### src/rtl/pcs_am_tx_if.sv
// Block-stream handshake bundle between scramblers, pcs_am_tx and the gearbox.
// The slave view is the inserter; the master view is the surrounding path.
interface pcs_am_tx_if #(
    parameter int LANE_N  = 4,
    parameter int BLOCK_W = 66
);
    logic                        valid_i;
    logic [LANE_N*BLOCK_W-1:0]   data_i;
    logic                        ready_o;
    logic                        ready_i;
    logic                        valid_o;
    logic                        am_o;
    logic [LANE_N*BLOCK_W-1:0]   data_o;

    modport master (
        output valid_i, data_i, ready_i,
        input  ready_o, valid_o, am_o, data_o
    );

    modport slave (
        input  valid_i, data_i, ready_i,
        output ready_o, valid_o, am_o, data_o
    );
endinterface

### src/rtl/pcs_am_tx.sv
// pcs_am_tx: multi-lane PCS TX alignment-marker inserter with running BIP3/BIP7.
// Optional macro PCS_AM_ERR_INJ_EN adds err_inj_i for per-lane BIP error injection.
module pcs_am_tx #(
    parameter int LANE_N    = 4,
    parameter int BLOCK_W   = 66,
    parameter int AM_PERIOD = 16383,
    parameter int AM_CNT_W  = $clog2(AM_PERIOD + 1),
    parameter logic [24*LANE_N-1:0] AM_M =
        {24'h3DA279, 24'h9B65C5, 24'hE6C4F0, 24'h4776C0}
) (
    input  logic              clk,
    input  logic              reset,
`ifdef PCS_AM_ERR_INJ_EN
    input  logic [LANE_N-1:0] err_inj_i,
`endif
    pcs_am_tx_if.slave        bus
);
    typedef logic [LANE_N-1:0][BLOCK_W-1:0] lanes_t;
    typedef logic [LANE_N-1:0][7:0]         bips_t;

    // Byte-wise XOR of the payload; the sync bits land on BIP bits 3 and 4.
    function automatic logic [7:0] bip_fold(input logic [BLOCK_W-1:0] b);
        logic [7:0] r;
        r = '0;
        for (int j = 0; j < 8; j++) r = r ^ b[8*j+2 +: 8];
        r[3] = r[3] ^ b[0];
        r[4] = r[4] ^ b[1];
        return r;
    endfunction

    lanes_t              din, am_blk, data_q, data_d;
    bips_t               bip_q, bip_d;
    logic                valid_q, valid_d;
    logic                am_q, am_d;
    logic                pend_q, pend_d;
    logic [AM_CNT_W-1:0] cnt_q, cnt_d;
    logic [LANE_N-1:0]   inj_q;
    logic                adv;

    assign din         = bus.data_i;
    assign adv         = bus.ready_i | ~valid_q;
    assign bus.ready_o = adv & ~pend_q & ~reset;
    assign bus.valid_o = valid_q;
    assign bus.am_o    = am_q;
    assign bus.data_o  = data_q;

`ifdef PCS_AM_ERR_INJ_EN
    logic [LANE_N-1:0] inj_d;

    // A pulse landing in the AM load cycle is kept for the following AM.
    always_comb begin
        inj_d = inj_q | err_inj_i;
        if (adv && pend_q) inj_d = err_inj_i;
    end

    always_ff @(posedge clk) begin
        if (reset) inj_q <= '0;
        else       inj_q <= inj_d;
    end
`else
    assign inj_q = '0;
`endif

    for (genvar i = 0; i < LANE_N; i++) begin : g_lane
        logic [7:0] m0, m1, m2, b3;
        assign m0 = AM_M[24*i      +: 8];
        assign m1 = AM_M[24*i + 8  +: 8];
        assign m2 = AM_M[24*i + 16 +: 8];
        assign b3 = bip_q[i] ^ {8{inj_q[i]}};
        assign am_blk[i] = {~b3, ~m2, ~m1, ~m0, b3, m2, m1, m0, 2'b01};
    end

    always_comb begin
        valid_d = valid_q;
        am_d    = am_q;
        data_d  = data_q;
        pend_d  = pend_q;
        cnt_d   = cnt_q;
        bip_d   = bip_q;
        if (adv) begin
            if (pend_q) begin
                // The accumulator restarts from the marker exactly as sent.
                valid_d = 1'b1;
                am_d    = 1'b1;
                data_d  = am_blk;
                pend_d  = 1'b0;
                cnt_d   = '0;
                for (int l = 0; l < LANE_N; l++) bip_d[l] = bip_fold(am_blk[l]);
            end else if (bus.valid_i) begin
                valid_d = 1'b1;
                am_d    = 1'b0;
                data_d  = din;
                cnt_d   = cnt_q + AM_CNT_W'(1);
                if (cnt_q == AM_CNT_W'(AM_PERIOD - 1)) pend_d = 1'b1;
                for (int l = 0; l < LANE_N; l++) bip_d[l] = bip_q[l] ^ bip_fold(din[l]);
            end else begin
                valid_d = 1'b0;
                am_d    = 1'b0;
            end
        end
    end

    always_ff @(posedge clk) begin
        if (reset) begin
            valid_q <= 1'b0;
            am_q    <= 1'b0;
            data_q  <= '0;
            pend_q  <= 1'b1;
            cnt_q   <= '0;
            bip_q   <= '0;
        end else begin
            valid_q <= valid_d;
            am_q    <= am_d;
            data_q  <= data_d;
            pend_q  <= pend_d;
            cnt_q   <= cnt_d;
            bip_q   <= bip_d;
        end
    end
endmodule

### src/flat_wrapper.sv
// flat-port wrapper written by rule: the top's interface ports become plain ports
module pcs_am_tx_flat 
#(
    parameter int LANE_N    = 4,
    parameter int BLOCK_W   = 66,
    parameter int AM_PERIOD = 16383,
    parameter int AM_CNT_W  = $clog2(AM_PERIOD + 1),
    parameter logic [24*LANE_N-1:0] AM_M =
        {24'h3DA279, 24'h9B65C5, 24'hE6C4F0, 24'h4776C0}
)
  (clk, reset, bus_valid_i, bus_data_i, bus_ready_i, bus_ready_o, bus_valid_o, bus_am_o, bus_data_o);
  pcs_am_tx_if #(.LANE_N(LANE_N), .BLOCK_W(BLOCK_W)) bus_i ();
  input  logic clk;
  input  logic reset;
  input wire logic [$bits(bus_i.valid_i)-1:0] bus_valid_i;
  input wire logic [$bits(bus_i.data_i)-1:0] bus_data_i;
  input wire logic [$bits(bus_i.ready_i)-1:0] bus_ready_i;
  output wire logic [$bits(bus_i.ready_o)-1:0] bus_ready_o;
  output wire logic [$bits(bus_i.valid_o)-1:0] bus_valid_o;
  output wire logic [$bits(bus_i.am_o)-1:0] bus_am_o;
  output wire logic [$bits(bus_i.data_o)-1:0] bus_data_o;
  assign bus_i.valid_i = bus_valid_i;
  assign bus_i.data_i = bus_data_i;
  assign bus_i.ready_i = bus_ready_i;
  assign bus_ready_o = bus_i.ready_o;
  assign bus_valid_o = bus_i.valid_o;
  assign bus_am_o = bus_i.am_o;
  assign bus_data_o = bus_i.data_o;
  pcs_am_tx #(.LANE_N(LANE_N), .BLOCK_W(BLOCK_W), .AM_PERIOD(AM_PERIOD), .AM_CNT_W(AM_CNT_W), .AM_M(AM_M)) u_core (.clk(clk), .reset(reset), .bus(bus_i));
endmodule
### config.mk
export PLATFORM = sky130hd
export DESIGN_NAME = pcs_am_tx_flat
export DESIGN_NICKNAME = d
export VERILOG_FILES = /design/src/rtl/pcs_am_tx_if.sv /design/src/rtl/pcs_am_tx.sv /design/src/flat_wrapper.sv
export SDC_FILE = /design/constraint.sdc
export NUM_CORES = 1
export LEC_CHECK = 0
export BUFFER_PORTS_ARGS = -buffer_cell sky130_fd_sc_hd__buf_2
export CORE_AREA = 2 2 209 211
export CTS_CLUSTER_DIAMETER = 150
export DETAILED_ROUTE_END_ITERATION = 6
export DIE_AREA = 0 0 211 213
export SYNTH_ARGS = -nofsm -noshare
export SYNTH_HDL_FRONTEND = slang
export SYNTH_SLANG_ARGS = --single-unit
### constraint.sdc
create_clock -name clk -period 1.65 [get_ports clk]
set_input_delay 0.33 -clock clk [delete_from_list [all_inputs] [get_ports clk]]
set_output_delay 0.33 -clock clk [all_outputs]
set_load 0.01 [all_outputs]
==> flow_summary_export.csv <==
group,metric,value,unit
worst_hold_path,hold_depth,3,
worst_hold_path,min_from,"bus_data_i[137]",
sta,rsz0062_at_grt,"yes",
sta,clock_skew,16.4,ps
worst_hold_path,min_path_type,"in -> reg",
place,place_congestion,0.850,
setup_path,r2r-start,"u_core.pend_q$_SDFFE_PP1N_",
clock_network,clock-sinks,313,
clock_network,cts-hold-fix-buffers,0,
logic_synthesis,avgSynthCellArea,8.88,um2
grt,grt_overflow,0,
die,io_pins,535,
clock_network,cts.clk_slew.worst_paths,60,ps
logic_synthesis,synth_edf_count,0,
logic_synthesis,synth_area_leader_cell,"dfxtp_1",
setup_path,critPathArrivalTime,2090,ps
route,drt_iter0_drc,719,
layout,drive_gt1_frac,0.349,
clock_network,cts_buffers,38,
layout,fin_nets,2371,
pwr,switching_share,0.294,
logic_synthesis,synthCells,1539,
die,die_area,44900,um2
grt,grt_pass1_wl,73300,um
logic_synthesis,ys_types,30,
place,dpl.hpwl,36000,um
layout,fillers,4208,
logic_synthesis,netlist_area,13700,um2
route,vias_per_cell,4.93,
route,ant_nets,0,
route,via_count,13200,
grt,grt_util_all_layers,0.210,
setup_path,critical_path_class,"reg -> reg",
clock_network,cts_root_buf,"clkbuf_16",
layout,post-route-util,0.451,
sta,fin_crit_sh,1.02,
job,maxCapViolCount,0,
setup_path,worst-path-max-fanout,26,
pwr,ir_drop,703,uV
logic_synthesis,synthFlopType,"dfxtp_1",
clock_network,cts_buffer_depth,3,
die,die_x,211,um
clock_network,cts_tree,"yes",
logic_synthesis,synthArstFlopShare,0,
logic_synthesis,yosysSeqAreaShare,0.459,
layout,finalNonFillerCells,2674,
pwr,p_seq_frac,0.388,
setup_path,r2r_end,"u_core.bus.data_o[12]$_SDFFE_PP0P_",
logic_synthesis,ys_seq_elements,313,
sta,final_hold_viol_count,0,
sta,setup_viol,11,
logic_synthesis,synthesis.nets,1809,
layout,final-seq-area,6270,um2
route,wire_per_inst,19.7,um
sta,fmax,0.593,GHz
route,post-route-drc-count,0,
pwr,power.switching,6.54,mW
die,coreArea,42700,um2
die,initial_core_util,0.320,
die,rows,76,
layout,design_area,19200,um2
setup_path,r2r_cells,6,
logic_synthesis,synth_warnings,0,
clock_network,cts_max_level,2,
grt,antenna_found_initial,2,
clock_network,worst_skew_pair.late_latency,550,ps
pwr,p_int,15.7,mW
run_status,status,"finished, violations left",
setup_path,crit_path_end_kind,"register",
layout,area_delta_synth_final,40.8,%
grt,grt_max_degree,96,
place,dp_cells,2582,
sta,tightest_slew,533,ps
setup_path,r2r_slack,-30,ps
route,first_pass_iters,5,
run_status,violations,"negative setup slack",
pwr,p_leak,8.87,nW
worst_hold_path,whs_endpoint,"u_core.bus.data_o[137]$_SDFFE_PP0P_",
logic_synthesis,synth_top_area_frac,0.459,
pwr,power.density,1160,nW/um2
place,port-buffer-count,534,
sta,worst_slack,-34.9,ps
sta,final_max_slew_viol_count,0,
route,wl,52600,um
pwr,p_comb_frac,0.227,
layout,multi_input_area,6970,um2
logic_synthesis,synthTopCellsByArea,"dfxtp_1 (46%), nor2_1 (10%), xnor2_1 (9.8%), a22oi_1 (5.5%), xor2_1 (4.8%)",
grt,grt_pass1_vias,12700,
setup_path,required,2060,ps
sta,min_period,1680,ps
pwr,clkPwrFrac,0.385,
sta,hold_slack,43.5,ps
place,placed_area,17300,um2
setup_path,cp-start-kind,"register",
die,fp.dieH,213,um
sta,relSlewSlack,0.645,
## layout by cell type, fill, tap and decap left out, types with 32 or more instances in the layout
cell type	instances
o21ai_0	33
or3_1	32
inv_1	33
buf_2	532
nor3_1	95
a21oi_1	33
a22oi_1	92
mux2i_1	64
nor2_1	365
xnor2_1	153
xor2_1	75
buf_4	52
dfxtp_1	311
a211oi_1	57
clkbuf_16	50
## per-layer routing
layer	track usage	wire, um	up-vias
li1	-	-	6323
met2	0.362	25800	495
met3	0.0665	4120	77
met5	0	13	-
met4	0.0583	1130	2
met1	0.250	21500	6293
## cells by family after synthesis
kind of cell,after synthesis,synth area share
flops,313,0.459
compound gates,235,0.116
buf+inv,142,0.0468
mux,64,0.0469
xor+xnor,236,0.159
simple gates,547,0.170
fa+ha+maj,2,0.00183
## cell type report
type | instances | area share
Inverter | 33 | 0.00644
Multi-Input combinational cell | 1084 | 0.362
Tap cell | 546 | 0.0355
Clock inverter | 15 | 0.00865
Sequential cell | 313 | 0.326
Clock buffer | 50 | 0.0572
Antenna cell | 2 | 0.000260
Timing Repair Buffer | 631 | 0.204
## power groups by stage
stage | combinational, mW | clock (mW) | sequential (mW)
after CTS | 4.76 | 8.77 | 8.60
after floorplan | 2.48 | 0 | 8.95
after global routing | 5.49 | 9.11 | 8.68
after detailed placement | 4.70 | 0 | 8.76
after global placement | 4.61 | 0 | 8.74
final | 5.06 | 8.56 | 8.61
## synth_stat cells (4+ instances only)
library cell,instances
buf_4,12
inv_1,33
nand2_1,8
nand3_1,9
o21ai_0,33
xnor3_1,8
dfxtp_1,313
clkbuf_1,42
or3_1,33
a31oi_1,4
xnor2_1,153
mux2i_1,64
buf_1,6
nor2_1,382
a22oi_1,100
buf_2,48
a211oi_1,64
xor2_1,75
a21oi_1,33
nor3_1,103
## registers in the layout, summed over array words and instances (netlist names)
signal,flops
u_core.cnt_q,14
u_core.bus.am_o,1
u_core.bus.valid_o,1
u_core.pend_q,1
u_core.bus.data_o,264
u_core.g_lane.b3,32
## per-stage QoR
stage | power [mW] | setup WS (ps) | setup TNS, ps
floorplan | 11.4 | 87.5 | 0
global placement | 13.4 | -198 | -929
detailed placement | 13.5 | -201 | -1240
CTS | 22.1 | -64.6 | -326
global route | 23.3 | -95.0 | -2730
finish | 22.2 | -34.9 | -145
## worst max-delay path by stage
stage | cells after the start | end | from
after floorplan | 7 | u_core.bus.data_o[100]$_SDFFE_PP0P_ | u_core.bus.valid_o$_SDFFE_PP0N_
after global placement | 6 | u_core.g_lane[0].b3[3]$_SDFFE_PP0P_ | bus_data_i[5]
after detailed placement | 6 | u_core.g_lane[3].b3[3]$_SDFFE_PP0P_ | bus_data_i[251]
after CTS | 4 | bus_ready_o | u_core.bus.valid_o$_SDFFE_PP0N_
after global routing | 4 | bus_ready_o | u_core.bus.valid_o$_SDFFE_PP0N_
final | 6 | u_core.bus.data_o[12]$_SDFFE_PP0P_ | u_core.pend_q$_SDFFE_PP1N_
## worst max-delay path: stages (launching register included)
cell	delay, ps
dfxtp_4	380
buf_12	130
nor2_4	60
or3_4	500
buf_16	220
nor2_1	140
nor3_1	60
## what timing repair did
item	in CTS	in global routing
buffers inserted	4	9
resized for setup	9	62
gates cloned	1	12
endpoints found under the setup margin	1	215
hold endpoints to repair	0	0
pin swaps	0	58
(Power assumes the default switching activity.)
